## src/rtl/pixel_norm_sequencer_if.sv

```systemverilog
// Destination stream bundle: valid/ready handshake carrying a
// raster address and a 16-bit normalized pixel (show-ahead head).
interface pixel_norm_sequencer_if #(
  parameter int ADDR_W = 10
);
  logic              dst_valid;
  logic              dst_ready;
  logic [ADDR_W-1:0] dst_addr;
  logic [15:0]       dst_data;

  modport master (
    output dst_valid,
    output dst_addr,
    output dst_data,
    input  dst_ready
  );

  modport slave (
    input  dst_valid,
    input  dst_addr,
    input  dst_data,
    output dst_ready
  );
endinterface

```

## src/rtl/pixel_norm_sequencer.sv

```systemverilog
// Frame sequencer: reads IMG_W*IMG_H source pixels, feeds the
// normalizer and streams its results through a credit-limited FIFO.
// Ports: clk, rst (async, active-low), start/busy/done/err control,
// src_* read port, norm_* normalizer link, dst stream (interface).
module pixel_norm_sequencer #(
  parameter int IMG_W      = 28,
  parameter int IMG_H      = 28,
  parameter int ADDR_W     = 10,
  parameter int FIFO_DEPTH = 4
) (
  input  logic              clk,
  input  logic              rst,
  input  logic              start,
  output logic              busy,
  output logic              done,
  output logic              err,
  output logic              src_rd_en,
  output logic [ADDR_W-1:0] src_addr,
  input  logic [7:0]        src_rd_data,
  output logic [7:0]        norm_pixel_in,
  output logic              norm_valid_in,
  input  logic [15:0]       norm_pixel_out,
  input  logic              norm_valid_out,
  pixel_norm_sequencer_if.master dst
);

  localparam int N  = IMG_W * IMG_H;
  localparam int CW = $clog2(N + 1);
  localparam int OW = $clog2(FIFO_DEPTH + 1);
  localparam int PW =
    (FIFO_DEPTH > 1) ? $clog2(FIFO_DEPTH) : 1;

  localparam logic [CW-1:0] N_C     = CW'(N);
  localparam logic [CW-1:0] LAST_C  = CW'(N - 1);
  localparam logic [OW-1:0] DEPTH_C = OW'(FIFO_DEPTH);
  localparam logic [PW-1:0] PTR_END = PW'(FIFO_DEPTH - 1);

  typedef enum logic [1:0] {
    S_IDLE,
    S_RUN,
    S_DRAIN,
    S_FIN
  } state_e;

  state_e        state_q, state_d;
  logic [CW-1:0] rd_cnt_q, rd_cnt_d;
  logic [CW-1:0] wr_cnt_q, wr_cnt_d;
  logic [OW-1:0] out_q, out_d;
  logic [OW-1:0] in_norm_q, in_norm_d;
  logic          err_q, err_d;
  logic          nvi_q, nvi_d;

  logic [15:0]   mem_q [FIFO_DEPTH];
  logic [15:0]   mem_d [FIFO_DEPTH];
  logic [PW-1:0] wp_q, wp_d;
  logic [PW-1:0] rp_q, rp_d;
  logic [OW-1:0] cnt_q, cnt_d;

  logic accept;
  logic issue;
  logic xfer;
  logic spur;
  logic push;
  logic fifo_nempty;

  function automatic logic [PW-1:0] nxt(
    input logic [PW-1:0] p
  );
    return (p == PTR_END) ? '0 : p + 1'b1;
  endfunction

  always_comb begin
    fifo_nempty = (cnt_q != '0);
    accept = (state_q == S_IDLE) && start;
    issue  = (state_q == S_RUN)
           && (rd_cnt_q < N_C)
           && (out_q < DEPTH_C);
    xfer   = fifo_nempty && dst.dst_ready;
    // A result with nothing in flight is flagged, never stored.
    spur   = norm_valid_out && (in_norm_q == '0);
    push   = norm_valid_out && !spur;
  end

  always_comb begin
    state_d = state_q;
    unique case (state_q)
      S_IDLE: begin
        if (start) state_d = S_RUN;
      end
      S_RUN: begin
        if (issue && rd_cnt_q == LAST_C)
          state_d = S_DRAIN;
      end
      S_DRAIN: begin
        if (xfer && wr_cnt_q == LAST_C)
          state_d = S_FIN;
      end
      S_FIN: begin
        state_d = S_IDLE;
      end
      default: begin
        state_d = S_IDLE;
      end
    endcase
  end

  always_comb begin
    rd_cnt_d  = rd_cnt_q;
    wr_cnt_d  = wr_cnt_q;
    out_d     = out_q;
    in_norm_d = in_norm_q;
    err_d     = err_q;
    nvi_d     = issue;
    if (accept) begin
      rd_cnt_d  = '0;
      wr_cnt_d  = '0;
      out_d     = '0;
      in_norm_d = '0;
      err_d     = 1'b0;
    end else begin
      if (issue)
        rd_cnt_d = rd_cnt_q + 1'b1;
      if (xfer)
        wr_cnt_d = wr_cnt_q + 1'b1;
      if (issue && !xfer)
        out_d = out_q + 1'b1;
      else if (!issue && xfer)
        out_d = out_q - 1'b1;
      if (nvi_q && !push)
        in_norm_d = in_norm_q + 1'b1;
      else if (!nvi_q && push)
        in_norm_d = in_norm_q - 1'b1;
    end
    if (spur)
      err_d = 1'b1;
  end

  // Output FIFO; the outstanding limit keeps it from overflowing.
  always_comb begin
    mem_d = mem_q;
    wp_d  = wp_q;
    rp_d  = rp_q;
    cnt_d = cnt_q;
    if (push) begin
      mem_d[wp_q] = norm_pixel_out;
      wp_d        = nxt(wp_q);
    end
    if (xfer)
      rp_d = nxt(rp_q);
    if (push && !xfer)
      cnt_d = cnt_q + 1'b1;
    else if (!push && xfer)
      cnt_d = cnt_q - 1'b1;
  end

  always_ff @(posedge clk or negedge rst) begin
    if (!rst) begin
      state_q   <= S_IDLE;
      rd_cnt_q  <= '0;
      wr_cnt_q  <= '0;
      out_q     <= '0;
      in_norm_q <= '0;
      err_q     <= 1'b0;
      nvi_q     <= 1'b0;
      wp_q      <= '0;
      rp_q      <= '0;
      cnt_q     <= '0;
      for (int i = 0; i < FIFO_DEPTH; i++)
        mem_q[i] <= '0;
    end else begin
      state_q   <= state_d;
      rd_cnt_q  <= rd_cnt_d;
      wr_cnt_q  <= wr_cnt_d;
      out_q     <= out_d;
      in_norm_q <= in_norm_d;
      err_q     <= err_d;
      nvi_q     <= nvi_d;
      wp_q      <= wp_d;
      rp_q      <= rp_d;
      cnt_q     <= cnt_d;
      for (int i = 0; i < FIFO_DEPTH; i++)
        mem_q[i] <= mem_d[i];
    end
  end

  always_comb begin
    busy          = (state_q == S_RUN)
                 || (state_q == S_DRAIN);
    done          = (state_q == S_FIN);
    err           = err_q;
    src_rd_en     = issue;
    src_addr      = ADDR_W'(rd_cnt_q);
    norm_pixel_in = src_rd_data;
    norm_valid_in = nvi_q;
    dst.dst_valid = fifo_nempty;
    dst.dst_addr  = ADDR_W'(wr_cnt_q);
    dst.dst_data  = fifo_nempty ? mem_q[rp_q] : '0;
  end

endmodule

```

## src/flat_wrapper.sv

```systemverilog
// flat-port wrapper written by rule: the top's interface ports become plain ports
module pixel_norm_sequencer_flat 
#(
  parameter int IMG_W      = 28,
  parameter int IMG_H      = 28,
  parameter int ADDR_W     = 10,
  parameter int FIFO_DEPTH = 4
)
  (clk, rst, start, busy, done, err, src_rd_en, src_addr, src_rd_data, norm_pixel_in, norm_valid_in, norm_pixel_out, norm_valid_out, dst_dst_valid, dst_dst_addr, dst_dst_data, dst_dst_ready);
  pixel_norm_sequencer_if #(.ADDR_W(ADDR_W)) dst_i ();
  input  logic clk;
  input  logic rst;
  input  logic start;
  output logic busy;
  output logic done;
  output logic err;
  output logic src_rd_en;
  output logic [ADDR_W-1:0] src_addr;
  input  logic [7:0] src_rd_data;
  output logic [7:0] norm_pixel_in;
  output logic norm_valid_in;
  input  logic [15:0] norm_pixel_out;
  input  logic norm_valid_out;
  output wire logic [$bits(dst_i.dst_valid)-1:0] dst_dst_valid;
  output wire logic [$bits(dst_i.dst_addr)-1:0] dst_dst_addr;
  output wire logic [$bits(dst_i.dst_data)-1:0] dst_dst_data;
  input wire logic [$bits(dst_i.dst_ready)-1:0] dst_dst_ready;
  assign dst_dst_valid = dst_i.dst_valid;
  assign dst_dst_addr = dst_i.dst_addr;
  assign dst_dst_data = dst_i.dst_data;
  assign dst_i.dst_ready = dst_dst_ready;
  pixel_norm_sequencer #(.IMG_W(IMG_W), .IMG_H(IMG_H), .ADDR_W(ADDR_W), .FIFO_DEPTH(FIFO_DEPTH)) u_core (.clk(clk), .rst(rst), .start(start), .busy(busy), .done(done), .err(err), .src_rd_en(src_rd_en), .src_addr(src_addr), .src_rd_data(src_rd_data), .norm_pixel_in(norm_pixel_in), .norm_valid_in(norm_valid_in), .norm_pixel_out(norm_pixel_out), .norm_valid_out(norm_valid_out), .dst(dst_i));
endmodule
```

## config.mk

```make
export PLATFORM = sky130hd
export DESIGN_NAME = pixel_norm_sequencer_flat
export DESIGN_NICKNAME = d
export VERILOG_FILES = /design/src/rtl/pixel_norm_sequencer_if.sv /design/src/rtl/pixel_norm_sequencer.sv /design/src/flat_wrapper.sv
export SDC_FILE = /design/constraint.sdc
export NUM_CORES = 1
export LEC_CHECK = 0
export CAP_MARGIN = 5
export CORE_MARGIN = 8
export CORE_UTILIZATION = 58
export CTS_CLUSTER_DIAMETER = 30
export DETAILED_ROUTE_END_ITERATION = 12
export PLACE_DENSITY = 0.91
export SYNTH_ARGS = -nofsm -noshare
export SYNTH_HDL_FRONTEND = slang
export SYNTH_SLANG_ARGS = --single-unit
```

## constraint.sdc

```tcl
create_clock -name clk -period 4.9 [get_ports clk]
set_input_delay 0.735 -clock clk [delete_from_list [all_inputs] [get_ports clk]]
set_output_delay 0.735 -clock clk [all_outputs]
set_load 0.02 [all_outputs]
```

### Word level (Yosys, flattened, before mapping)

Index checks and enable logic that the tools add are counted.

| operators by class | value |
|---|---|
| $add $sub $neg | 10 |
| $lt $le $gt $ge | 5 |
| equality and inequality tests | 10 |
| muxes and demuxes | 27 |
| bitwise gates (word level) | 2 |
| reduce and logical (&&, ||, !) cells | 31 |

Operators by type and width:

| cell | number |
|---|---|
| bitwise mux 64 bit | 1 |
| 2-to-1 mux 16 bit | 4 |
| 2-to-1 mux 10 bit | 4 |
| binary-select mux 16 bit (select 2 bit) | 1 |
| demux 16 bit (select 2 bit) | 1 |
| 2-to-1 mux 3 bit | 8 |
| adder 10 x 1 -> 10 bit (second input constant) | 2 |
| equality test 10 bit (second input constant) | 2 |
| logical AND 1 bit | 15 |
| less-than comparator 10 bit (second input constant) | 1 |
| 2-to-1 mux 2 bit | 5 |
| adder 3 x 1 -> 3 bit (second input constant) | 3 |
| nonzero test 3 bit | 3 |
| subtractor 3 x 1 -> 3 bit (second input constant) | 3 |
| equality test 2 bit (second input constant) | 4 |
| one-hot mux 2 bit (4 select lines) | 1 |
| nonzero test 2 bit | 4 |
| greater-or-equal comparator 3 bit (second input constant) | 2 |
| inverter 2 -> 3 bit | 2 |
| zero test 1 bit | 5 |
| adder 2 x 1 -> 2 bit (second input constant) | 2 |
| inequality test 2 bit (second input constant) | 2 |
| zero test 3 bit | 1 |
| less-than comparator 3 x 1 -> 1 bit (second input constant) | 1 |
| 7 further kinds | 8 |

| word-level totals | value |
|---|---|
| bits in registers | 101 |
| bits of input ports | 29 |
| output and inout bits | 50 |
| logic and storage cells | 99 |

### Longest topological paths before layout

Gate-level depths: netlist (run 1).

| logic depth | value |
|---|---|
| depth after elaboration | 8 |
| mapped depth | 10 |

### Worst setup path after synthesis (run 1)

OpenSTA, ideal clock, no wires.

| timing | value |
|---|---|
| path type | reg2reg |
| start point | reg u_core.rd_cnt_q[8] (netlist: u_core.src_addr[8]) |
| end point | reg u_core.out_q[2] |
| arrival | 2.497 ns |
| slack | 2.326 ns |
| cell stages (with the launch flop) | 9 |
| clock period less this slack | 2.574 ns |
| cells stage by stage | dfrtp_1 > nand2_1 > o21ai_0 > inv_1 > ha_1 > fa_1 > xnor2_1 > or3_1 > a21oi_1 |

| on the way | value |
|---|---|
| word-level cells in the longest chain between the ends | 6 |
| elaborated cells on any way between the ends | 9 |
| classes of those cells | order compare (1); mux (2); reduce/logical (6) |

Ends and longest elaborated chain:

| element | line | text |
|---|---|---|
| start: declaration | pixel_norm_sequencer.sv:46 | `logic [CW-1:0] rd_cnt_q, rd_cnt_d;` |
| start signal: assignment | pixel_norm_sequencer.sv:172 | `rd_cnt_q <= rd_cnt_d;` |
| less-than comparator 10 bit (*) | pixel_norm_sequencer.sv:76 | `&& (rd_cnt_q < N_C)` |
| logical AND 1 bit (*) | pixel_norm_sequencer.sv:76 |  |
| logical AND 1 bit (*) | pixel_norm_sequencer.sv:77 | `&& (out_q < DEPTH_C);` |
| via src_rd_en | flat_wrapper.sv:17 | `output logic src_rd_en;` |
| logical AND 1 bit / zero test 1 bit (equally long branches) | pixel_norm_sequencer.sv:125, pixel_norm_sequencer.sv:127 |  |
| 2-to-1 mux 3 bit / logical AND 1 bit (equally long branches) | pixel_norm_sequencer.sv:125, pixel_norm_sequencer.sv:127 |  |
| 2-to-1 mux 3 bit / nonzero test 3 bit (equally long branches) | n/a |  |
| end signal: assignment | pixel_norm_sequencer.sv:174 | `out_q <= out_d;` |
| end: declaration | pixel_norm_sequencer.sv:48 | `logic [OW-1:0] out_q, out_d;` |

Mark *: on every way through the listed nets, which the timed path passes. The rest lies on a longest branch.
A chain may end at the register's enable or synchronous reset.

### Final worst setup path (run 1)

| timing | value |
|---|---|
| start point | reg u_core.rp_q[0] |
| end point | out dst_dst_data[12] |

| on the way | value |
|---|---|
| word-level cells in the longest chain between the ends | 5 |

Ends and longest elaborated chain:

| element | line | text |
|---|---|---|
| start: declaration | pixel_norm_sequencer.sv:56 | `logic [PW-1:0] rp_q, rp_d;` |
| start signal: assignment | pixel_norm_sequencer.sv:179 | `rp_q <= rp_d;` |
| inverter 2 -> 3 bit (implied by the code) | pixel_norm_sequencer.sv:197 | `dst.dst_data = fifo_nempty ? mem_q[rp_q] : '0;` |
| binary-select mux 16 bit (select 2 bit) | pixel_norm_sequencer.sv:197 |  |
| 2-to-1 mux 16 bit (implied by the code) (2 in series) | pixel_norm_sequencer.sv:197 |  |
| 2-to-1 mux 16 bit | pixel_norm_sequencer.sv:197 |  |
| end: declaration | flat_wrapper.sv:26 | `output wire logic [$bits(dst_i.dst_data)-1:0] dst_dst_data;` |

Every way passes these cells. The select of a mux whose other input is x is not followed.

==> results of run 1 <==
-- final timing paths --
| kind | slack, ns | cells past startpoint | end | start |
|---|---|---|---|---|
| worst max-delay path | 1.38 | 3 | dst_dst_data[12] | u_core.rp_q[0] |
| worst min-delay path | 0.38 | 1 | u_core.mem_q[52] | rst |
| worst max register to register | 2.20 | 10 | u_core.out_q[2] | u_core.state_q[1] |
| worst min register to register | 0.51 | 1 | u_core.mem_q[9] | u_core.mem_q[9] |
| max in group asynchronous | 3.44 | 2 | u_core.dst.dst_addr[3] | rst |
| min in group clk | 0.51 | 1 | u_core.mem_q[9] | u_core.mem_q[9] |
-- layer usage --
layer,vias to the layer above,global-route usage (%),wire length [µm]
met5,-,0,0
met4,0,5.08,138
met3,15,6.78,738
met2,93,30.5,4960
met1,1589,21.4,4230
li1,1422,-,-
-- kinds of logic (layout without fill, tap and decap cells) --
group / count (synthesis) / after routing
DFF: 101 / 101
xor gates and xnor gates: 22 / 22
AOI/OAI and AO/OA: 20 / 20
muxes: 86 / 86
and+or+nand+nor: 94 / 94
adders and majority gates: 18 / 18
buffers and inverters: 36 / 94
-- power groups by stage --
| stage | sequential, W | combinational (W) | clock [W] |
|---|---|---|---|
| floorplan | 0.00138 | 0.00118 | 0 |
| global placement | 0.00146 | 0.00159 | 0 |
| detailed placement | 0.00149 | 0.00166 | 0 |
| CTS | 0.00149 | 0.00167 | 0.000541 |
| global route | 0.00154 | 0.00178 | 0.000577 |
| finish | 0.00149 | 0.00165 | 0.000531 |
-- registers in the layout (all words and copies together), names as in the netlist --
signal / flops
u_core.src_addr: 10
u_core.out_q: 3
u_core.mem_q: 64
u_core.in_norm_q: 3
u_core.cnt_q: 3
u_core.norm_valid_in: 1
u_core.rp_q: 2
u_core.dst.dst_addr: 10
u_core.err: 1
u_core.state_q: 2
u_core.wp_q: 2
-- cell usage in the layout (no fill, tap or decap), types with 3 or more instances in the layout --
cell type / synthesis / final
a21oi_1: 4 / 4
and2_1: 3 / 3
and3_1: 3 / 3
buf_4: 12 / 3
clkbuf_8: 0 / 10
clkdlybuf4s50_1: 0 / 61
dfrtp_1: 101 / 101
fa_1: 3 / 3
ha_1: 15 / 15
inv_1: 13 / 13
mux2_2: 66 / 66
mux2i_1: 3 / 3
mux4_2: 16 / 16
nand2_1: 18 / 18
nand3_1: 4 / 4
nand4_1: 4 / 4
nor2_1: 28 / 28
nor2b_1: 18 / 18
nor3_1: 5 / 4
o211ai_1: 3 / 3
o21ai_0: 6 / 6
or3_1: 3 / 3
xnor2_1: 7 / 7
xor2_1: 15 / 15
-- through the flow --
step | hold WS, ns | utilization, % | cells | cell area (µm²)
finish | 0.377 | 70.1 | 540 | 5790
global route | 0.411 | 70.1 | 540 | 5790
CTS | 0.390 | 70.1 | 540 | 5790
detailed placement | 0.489 | 67.6 | 524 | 5590
global placement | 0.482 | 67.6 | 524 | 5590
floorplan | 0.439 | - | 377 | 4960
-- cell type report --
class	instances	area (µm²)
Clock inverter	5	60.1
Sequential cell	101	2530
Inverter	14	57.6
Fill cell	566	2470
Multi-Input combinational cell	240	2240
Clock buffer	11	141
Tap cell	105	131
Timing Repair Buffer	64	633
-- cells in the mapped netlist (all sizes together), types with 2 or more instances --
cell type	count	share of area, %
ha	15	3.8
nand4	4	0.50
and2	3	0.38
mux2	67	15
dfrtp	101	51
nor2	28	2.1
xor2	15	2.7
nor3	5	0.50
buf	17	2.4
clkbuf	5	0.38
and4	2	0.35
xnor2	7	1.2
inv	14	1.2
or3	3	0.38
o211ai	3	0.45
and3	3	0.38
nand3	4	0.40
o21ai	6	0.61
mux2i	3	0.61
nand2	18	1.4
fa	3	1.2
a21oi	4	0.40
mux4	16	7.3
nor2b	18	2.3
==> impl_metrics.toml, run 1 <==
[status]
status = "complete, no violations"

[floorplanning]
row_count = 33
start_util_pct = 60.0
dieArea_um2 = 11800
io_pins = 79
fp.dieH_um = 108
core-area_um2 = 8260
dieWidth_um = 108

[min_path]
hold_path_class = "input pin to asynchronous set/reset pin"

[logic_synthesis]
synthCells = 377
yosys.area_share.adder_pct = 5.00
synth_ff_type = "dfrtp_1"
yosysUniqueCellTypes = 41
ys_ff_latch = 101
yosysWarnings = 0
synth_top_family_by_area = "multiplexers"
syn_nets = 424
syn_area_per_cell_um2 = 13.1
synth_edf_count = 0
synth-simple-area-share_pct = 9.85
synth-compound-area-share_pct = 3.11
synth_xor_area_share_pct = 3.89
ys_seq_area_share_pct = 51.0
muxShareOfSynthArea_pct = 23.2
syn_area_um2 = 4960
synth-async-reset-ratio_pct = 100

[timing]
finalHoldViolations = 0
slew_headroom_pct = 26.4
fin_setup_tns_ns = 0
fin_worst_skew_ns = 0.0158
fin_crit_sh_pct = 71.9
tightest_slew_ns = 1.10
setup-violations-final = 0
slew_violations = 0
rsz0062_at_grt = "false"
timing.fmax_ghz = 0.284
min_period_ns = 3.52
fin_ws_ns = 1.38

[clock_network]
cts_sinks = 101
cts_root_buf = "clkbuf_8"
post_cts_buffers = 0
post_cts_resized = 0
clk_pin_slew_worst_paths_ns = 0.09
postCtsHoldBufs = 0
cts_tree = "yes"
insertion_delay_ns = 0.37
cts_buffers = 9
clk_path_buf_depth = 2
htree_levels = 3

[power_and_ir_drop]
leakagePower_nw = 2.45
irDropWorstVdd_v = 0.000247
swShare_pct = 34.9
switchingPower_w = 0.00128
clkPwrFrac_pct = 14.5
power.density_nw_per_um2 = 635
total_power_w = 0.00367
p_int_w = 0.00239
seq_power_share_pct = 40.7
pwr-share-comb_pct = 44.9

[setup_path]
timing.critical_path.max_delay_family = "flip-flops"
arrival_ns = 2.79
start_kind = "flip-flop"
worstPathRequired_ns = 4.16
critical_path_class = "flip-flop to output port"
crit_path_top_delay_cell = "dfrtp_1"
path_cells = "mux4_2 > nor2b_1 > clkdlybuf4s50_1"
end_kind = "output port"
cp_max_fo = 19
crit_path_max_incr_delay_ns = 1.08
path_buf_inv = 1

[global_route]
grt_remaining_overflow = 0
grt_pass1_vias = 3345
grt_pass1_wl_um = 16700
antenna_found_initial = 0
track_usage_pct = 18.2
grt_max_degree = 53

[drt]
wl_per_cell_um = 18.7
drc = 0
drtIter0Drc = 96
num_vias = 3119
vias_per_cell = 5.78
dr.pass1.iters = 4
ant_nets = 0
wl_um = 10100

[finish]
antenna_cells = 0
drive_gt1_share_pct = 24.6
areaGrowthSynthToFinish_pct = 16.8
nNetsFinal = 477

[placed_design]
gp_congestion = 0.789
pre_cts_ws_ns = 1.75
io_buffers = 62
hpwl_um = 6610

[flow_run]
drv_cap = 0
(Power assumes the default switching activity.)
==> inputs of run 2 (changes only) <==
Settings changed: CORE_UTILIZATION 58 to 54, PLACE_DENSITY 0.91 to 0.86.
Clock period 4.9 ns to 3.3 ns, I/O delays scaled along.
==> run 2 against run 1 <==
Compared with the run above:
- setup slack got worse by 1.1 ns
- core utilization fell by 5.3 points
- sequential power rose by 41%
- hold slack got worse by 0.24 ns
- routed wire length fell by 4.6%
- combinational power rose by 55%
- clock-buffer cell count fell by 1
- power rose by 50%
- sequential share of layout area fell by 0.64 points
- first-iteration DRC count fell by 11%
- via count fell by 1.4%
- non-clock buffer count rose by 8
==> impl_metrics.toml, run 2 (same netlist as run 1, synthesis figures left out) <==
[status]
status = "complete, no violations"

[clock_network]
cts_root_buf = "clkbuf_8"
cts_buffers = 9
clk_path_buf_depth = 2
cts_tree = "yes"
postCtsHoldBufs = 0
post_cts_resized = 0
cts_sinks = 101
htree_levels = 3
post_cts_buffers = 0
insertion_delay_ns = 0.36
clk_pin_slew_worst_paths_ns = 0.09

[placed_design]
placed_area_um2 = 5650
gp_congestion = 0.820
pre_cts_ws_ns = 0.461
hpwl_um = 6740
io_buffers = 62

[setup_path]
r2r_cells = 10
r2r-start = "u_core.state_q[1]"
end_kind = "output port"
worstPathRequired_ns = 2.80
r2r-end = "u_core.out_q[2]"
r2r_slack_ns = 0.62
start_kind = "flip-flop"
cp_max_fo = 5
arrival_ns = 2.49
critical_path_class = "flip-flop to output port"

[timing]
rsz0062_at_grt = "false"
finalHoldViolations = 0
slew_headroom_pct = 39.9
slew_violations = 0
fin_worst_skew_ns = 0.00902
tightest_slew_ns = 0.901
setup-violations-final = 0
fin_ws_ns = 0.311
fin_crit_sh_pct = 90.6
min_period_ns = 2.99
fin_setup_tns_ns = 0
timing.fmax_ghz = 0.335

[global_route]
grt_pass1_vias = 3274
grt_max_degree = 46
grt_pass1_wl_um = 16400
track_usage_pct = 16.1
antenna_found_initial = 0
grt_remaining_overflow = 0

[min_path]
hold_path_class = "input pin to asynchronous set/reset pin"

[floorplanning]
row_count = 35
start_util_pct = 54.7
dieWidth_um = 112
core-area_um2 = 9060
fp.dieH_um = 112
dieArea_um2 = 12500
io_pins = 79

[drt]
num_vias = 3075
dr.pass1.iters = 4
vias_per_cell = 5.56
drc = 0
drtIter0Drc = 85
ant_nets = 0
wl_per_cell_um = 17.4
wl_um = 9610

[finish]
final_common_cell = "dfrtp_1"
areaGrowthSynthToFinish_pct = 18.5
regMostFlops = "u_core.mem_q"
final_area_um2 = 5870
antenna_cells = 0
nNetsFinal = 485
largest_reg_flops = 64
drive_gt1_share_pct = 26.0
final_cell_mix = "dfrtp_1, mux2_2, clkdlybuf4s50_1"

[power_and_ir_drop]
power.density_nw_per_um2 = 938
leakagePower_nw = 2.50
irDropWorstVdd_v = 0.000418

[flow_run]
drv_cap = 0
## run 2: changes by cell type in the layout (fill, tap and decap cells not counted)
cell        previous run  this run
bufinv_16              1         2
clkinvlp_4             1         0
clkinv_4               2         1
buf_4                  3        11
clkbuf_1               1         0
inv_6                  1         2
## run 2: how the worst max path moves through the flow
stage                 endpoint  cells past startpoint               start  slack [ns]
3_5_place_dp   u_core.out_q[2]                      8       dst_dst_ready        0.46
4_1_cts              src_rd_en                      6   u_core.state_q[1]        0.33
3_3_place_gp   u_core.out_q[2]                      8       dst_dst_ready        0.51
6_report             src_rd_en                      6   u_core.state_q[1]        0.31
5_1_grt              src_rd_en                      6   u_core.state_q[1]        0.09
2_1_floorplan  u_core.out_q[2]                      8  u_core.src_addr[8]        0.73
## run 2: per-layer routing
| layer | global-route usage [%] | part of all wire (%) | vias to the layer above |
|---|---|---|---|
| met3 | 6.17 | 7.0 | 8 |
| met1 | 19.9 | 44 | 1565 |
| li1 | - | - | 1435 |
| met5 | 0 | 0 | - |
| met2 | 26.1 | 48 | 67 |
| met4 | 3.74 | 0.79 | 0 |
## run 2: final cells by class
class | count | area (µm²)
inverter | 14 | 57.6
multi-input combinational | 240 | 2240
fill | 675 | 3190
clock buffer | 10 | 138
sequential | 101 | 2530
timing repair buffer | 72 | 693
clock inverter | 5 | 82.6
tap | 111 | 139
## run 2: critical path: stages, from the launching register on
cell             delay, ns
dfrtp_1               0.42
inv_1                 0.12
ha_1                  0.20
nor2b_1               0.33
o21ai_0               0.27
inv_1                 0.18
clkdlybuf4s50_1       0.63
## run 2: stage by stage
stage	hold WS [ns]	cells	utilization, %	total power [W]
floorplan	0.199	377	-	0.00381
global placement	0.481	538	62.4	0.00459
detailed placement	0.487	538	62.4	0.00471
CTS	0.143	553	64.8	0.00557
global route	0.165	553	64.8	0.00586
finish	0.133	553	64.8	0.00551
## run 2: power by group
part / switching, W / internal, W / total (W)
Clock: 0.000413 / 0.000447 / 0.000859
Combinational: 0.00111 / 0.00144 / 0.00255
Sequential: 0.000333 / 0.00176 / 0.00210
Total: 0.00186 / 0.00365 / 0.00551
==> inputs of run 3 (changes only) <==
Settings changed: CORE_UTILIZATION 54 to 58, CTS_CLUSTER_SIZE set to 10, PLACE_DENSITY 0.86 to 0.91.
Clock period 3.3 ns to 3.83 ns, I/O delays scaled along.
==> run 3 against run 2 <==
Compared with the run above:
- clock power shrank 22%
- combinational power fell by 15%
- clock-buffer cell count fell by 1
- via count down 0.68%
- critical endpoint unchanged
- largest power group unchanged
- highest routed layer unchanged
==> impl_metrics.toml, run 3 (same netlist as run 1, synthesis figures left out) <==
[status]
status = "complete, no violations"

[clock_network]
postCtsHoldBufs = 0
cts_buffers = 9
clk_path_buf_depth = 2
post_cts_buffers = 0
clk_pin_slew_worst_paths_ns = 0.09
post_cts_resized = 0
htree_levels = 3
cts_sinks = 101
cts_root_buf = "clkbuf_8"
insertion_delay_ns = 0.36
cts_tree = "yes"

[min_path]
hold_path_class = "input pin to asynchronous set/reset pin"

[finish]
antenna_cells = 0
final_area_um2 = 5790
largest_reg_flops = 64
fin_cells = 541
final_common_cell = "dfrtp_1"
drive_gt1_share_pct = 25.0
regMostFlops = "u_core.mem_q"
nNetsFinal = 478
areaGrowthSynthToFinish_pct = 16.8
final_cell_mix = "dfrtp_1, mux2_2, clkdlybuf4s50_1"

[timing]
finalHoldViolations = 0
min_period_ns = 3.14
tightest_slew_ns = 1.08
fin_crit_sh_pct = 82.0
slew_headroom_pct = 27.8
slew_violations = 0
rsz0062_at_grt = "false"
setup-violations-final = 0
timing.fmax_ghz = 0.318
fin_worst_skew_ns = 0.0103
fin_setup_tns_ns = 0

[power_and_ir_drop]
power.density_nw_per_um2 = 810
swShare_pct = 35.0
switchingPower_w = 0.00164
p_int_w = 0.00305
leakagePower_nw = 2.46
clkPwrFrac_pct = 14.4
total_power_w = 0.00469
seq_power_share_pct = 39.3
irDropWorstVdd_v = 0.000391
pwr-share-comb_pct = 46.3

[setup_path]
r2r_cells = 10
worstPathRequired_ns = 3.26
r2r-start = "u_core.state_q[1]"
r2r-end = "u_core.out_q[2]"
end_kind = "output port"
r2r_slack_ns = 1.05
critical_path_class = "flip-flop to output port"
start_kind = "flip-flop"
cp_max_fo = 5
arrival_ns = 2.57

[floorplanning]
io_pins = 79
dieArea_um2 = 11800
dieWidth_um = 108
fp.dieH_um = 108
core-area_um2 = 8260
row_count = 33
start_util_pct = 60.0

[placed_design]
gp_congestion = 0.809
hpwl_um = 6840
placed_cells = 525
io_buffers = 62
placed_area_um2 = 5590

[global_route]
grt_pass1_wl_um = 16600
track_usage_pct = 18.1
grt_max_degree = 91
antenna_found_initial = 0
grt_pass1_vias = 3385
grt_remaining_overflow = 0

[drt]
wl_um = 9970
drc = 0
wl_per_cell_um = 18.4
num_vias = 3054
ant_nets = 0
dr.pass1.iters = 4
vias_per_cell = 5.65
drtIter0Drc = 136

[flow_run]
drv_cap = 0
==> run 3: cell count changes in the layout (fill, tap and decap cells not counted), sizes merged <==
cell    before  now
buf         11    4
bufinv       2    1
clkbuf      10    9
clkinv       2    3
inv         15   17
==> run 3: how the worst max path moves through the flow <==
stage / from / end / slack (ns) / depth (start not counted)
6_report: u_core.state_q[1] / src_rd_en / 0.69 / 6
5_1_grt: u_core.state_q[1] / src_rd_en / 0.46 / 6
4_1_cts: u_core.state_q[1] / src_rd_en / 0.67 / 6
3_5_place_dp: dst_dst_ready / u_core.out_q[2] / 0.86 / 8
3_3_place_gp: dst_dst_ready / u_core.out_q[2] / 0.98 / 8
2_1_floorplan: u_core.src_addr[8] / u_core.out_q[2] / 1.26 / 8
==> run 3: area by class of cell <==
| cell class | count | area (µm²) |
|---|---|---|
| Clock buffer | 9 | 124 |
| Clock inverter | 7 | 71.3 |
| Fill cell | 571 | 2470 |
| Inverter | 14 | 57.6 |
| Multi-Input combinational cell | 240 | 2240 |
| Sequential cell | 101 | 2530 |
| Tap cell | 105 | 131 |
| Timing Repair Buffer | 65 | 641 |
==> run 3: critical path, cell delays in order, from the launching register on <==
cell             delay (ns)
dfrtp_1                0.42
inv_1                  0.11
ha_1                   0.20
nor2b_1                0.33
o21ai_0                0.29
inv_1                  0.20
clkdlybuf4s50_1        0.63
==> run 3: metrics by stage <==
step / util (%) / setup slack (ns) / hold slack [ns]
2_1_floorplan: - / 1.26 / 0.279
3_3_place_gp: 67.7 / 0.975 / 0.481
3_5_place_dp: 67.7 / 0.858 / 0.488
4_1_cts: 70.1 / 0.668 / 0.449
5_1_grt: 70.1 / 0.459 / 0.490
6_report: 70.1 / 0.689 / 0.392
==> run 3: power groups by stage <==
| stage | Clock (W) | Combinational (W) | Sequential (W) |
|---|---|---|---|
| floorplan | 0 | 0.00151 | 0.00177 |
| global placement | 0 | 0.00209 | 0.00181 |
| detailed placement | 0 | 0.00220 | 0.00186 |
| CTS | 0.000689 | 0.00221 | 0.00184 |
| global route | 0.000735 | 0.00235 | 0.00190 |
| finish | 0.000674 | 0.00217 | 0.00184 |
==> run 3: layer usage <==
metal | vias up | part of all wire [%] | GRT usage [%]
met5 | - | 0 | 0
met4 | 0 | 1.0 | 6.06
met3 | 9 | 5.9 | 4.88
met2 | 77 | 50 | 30.6
met1 | 1553 | 44 | 22.1
li1 | 1415 | - | -
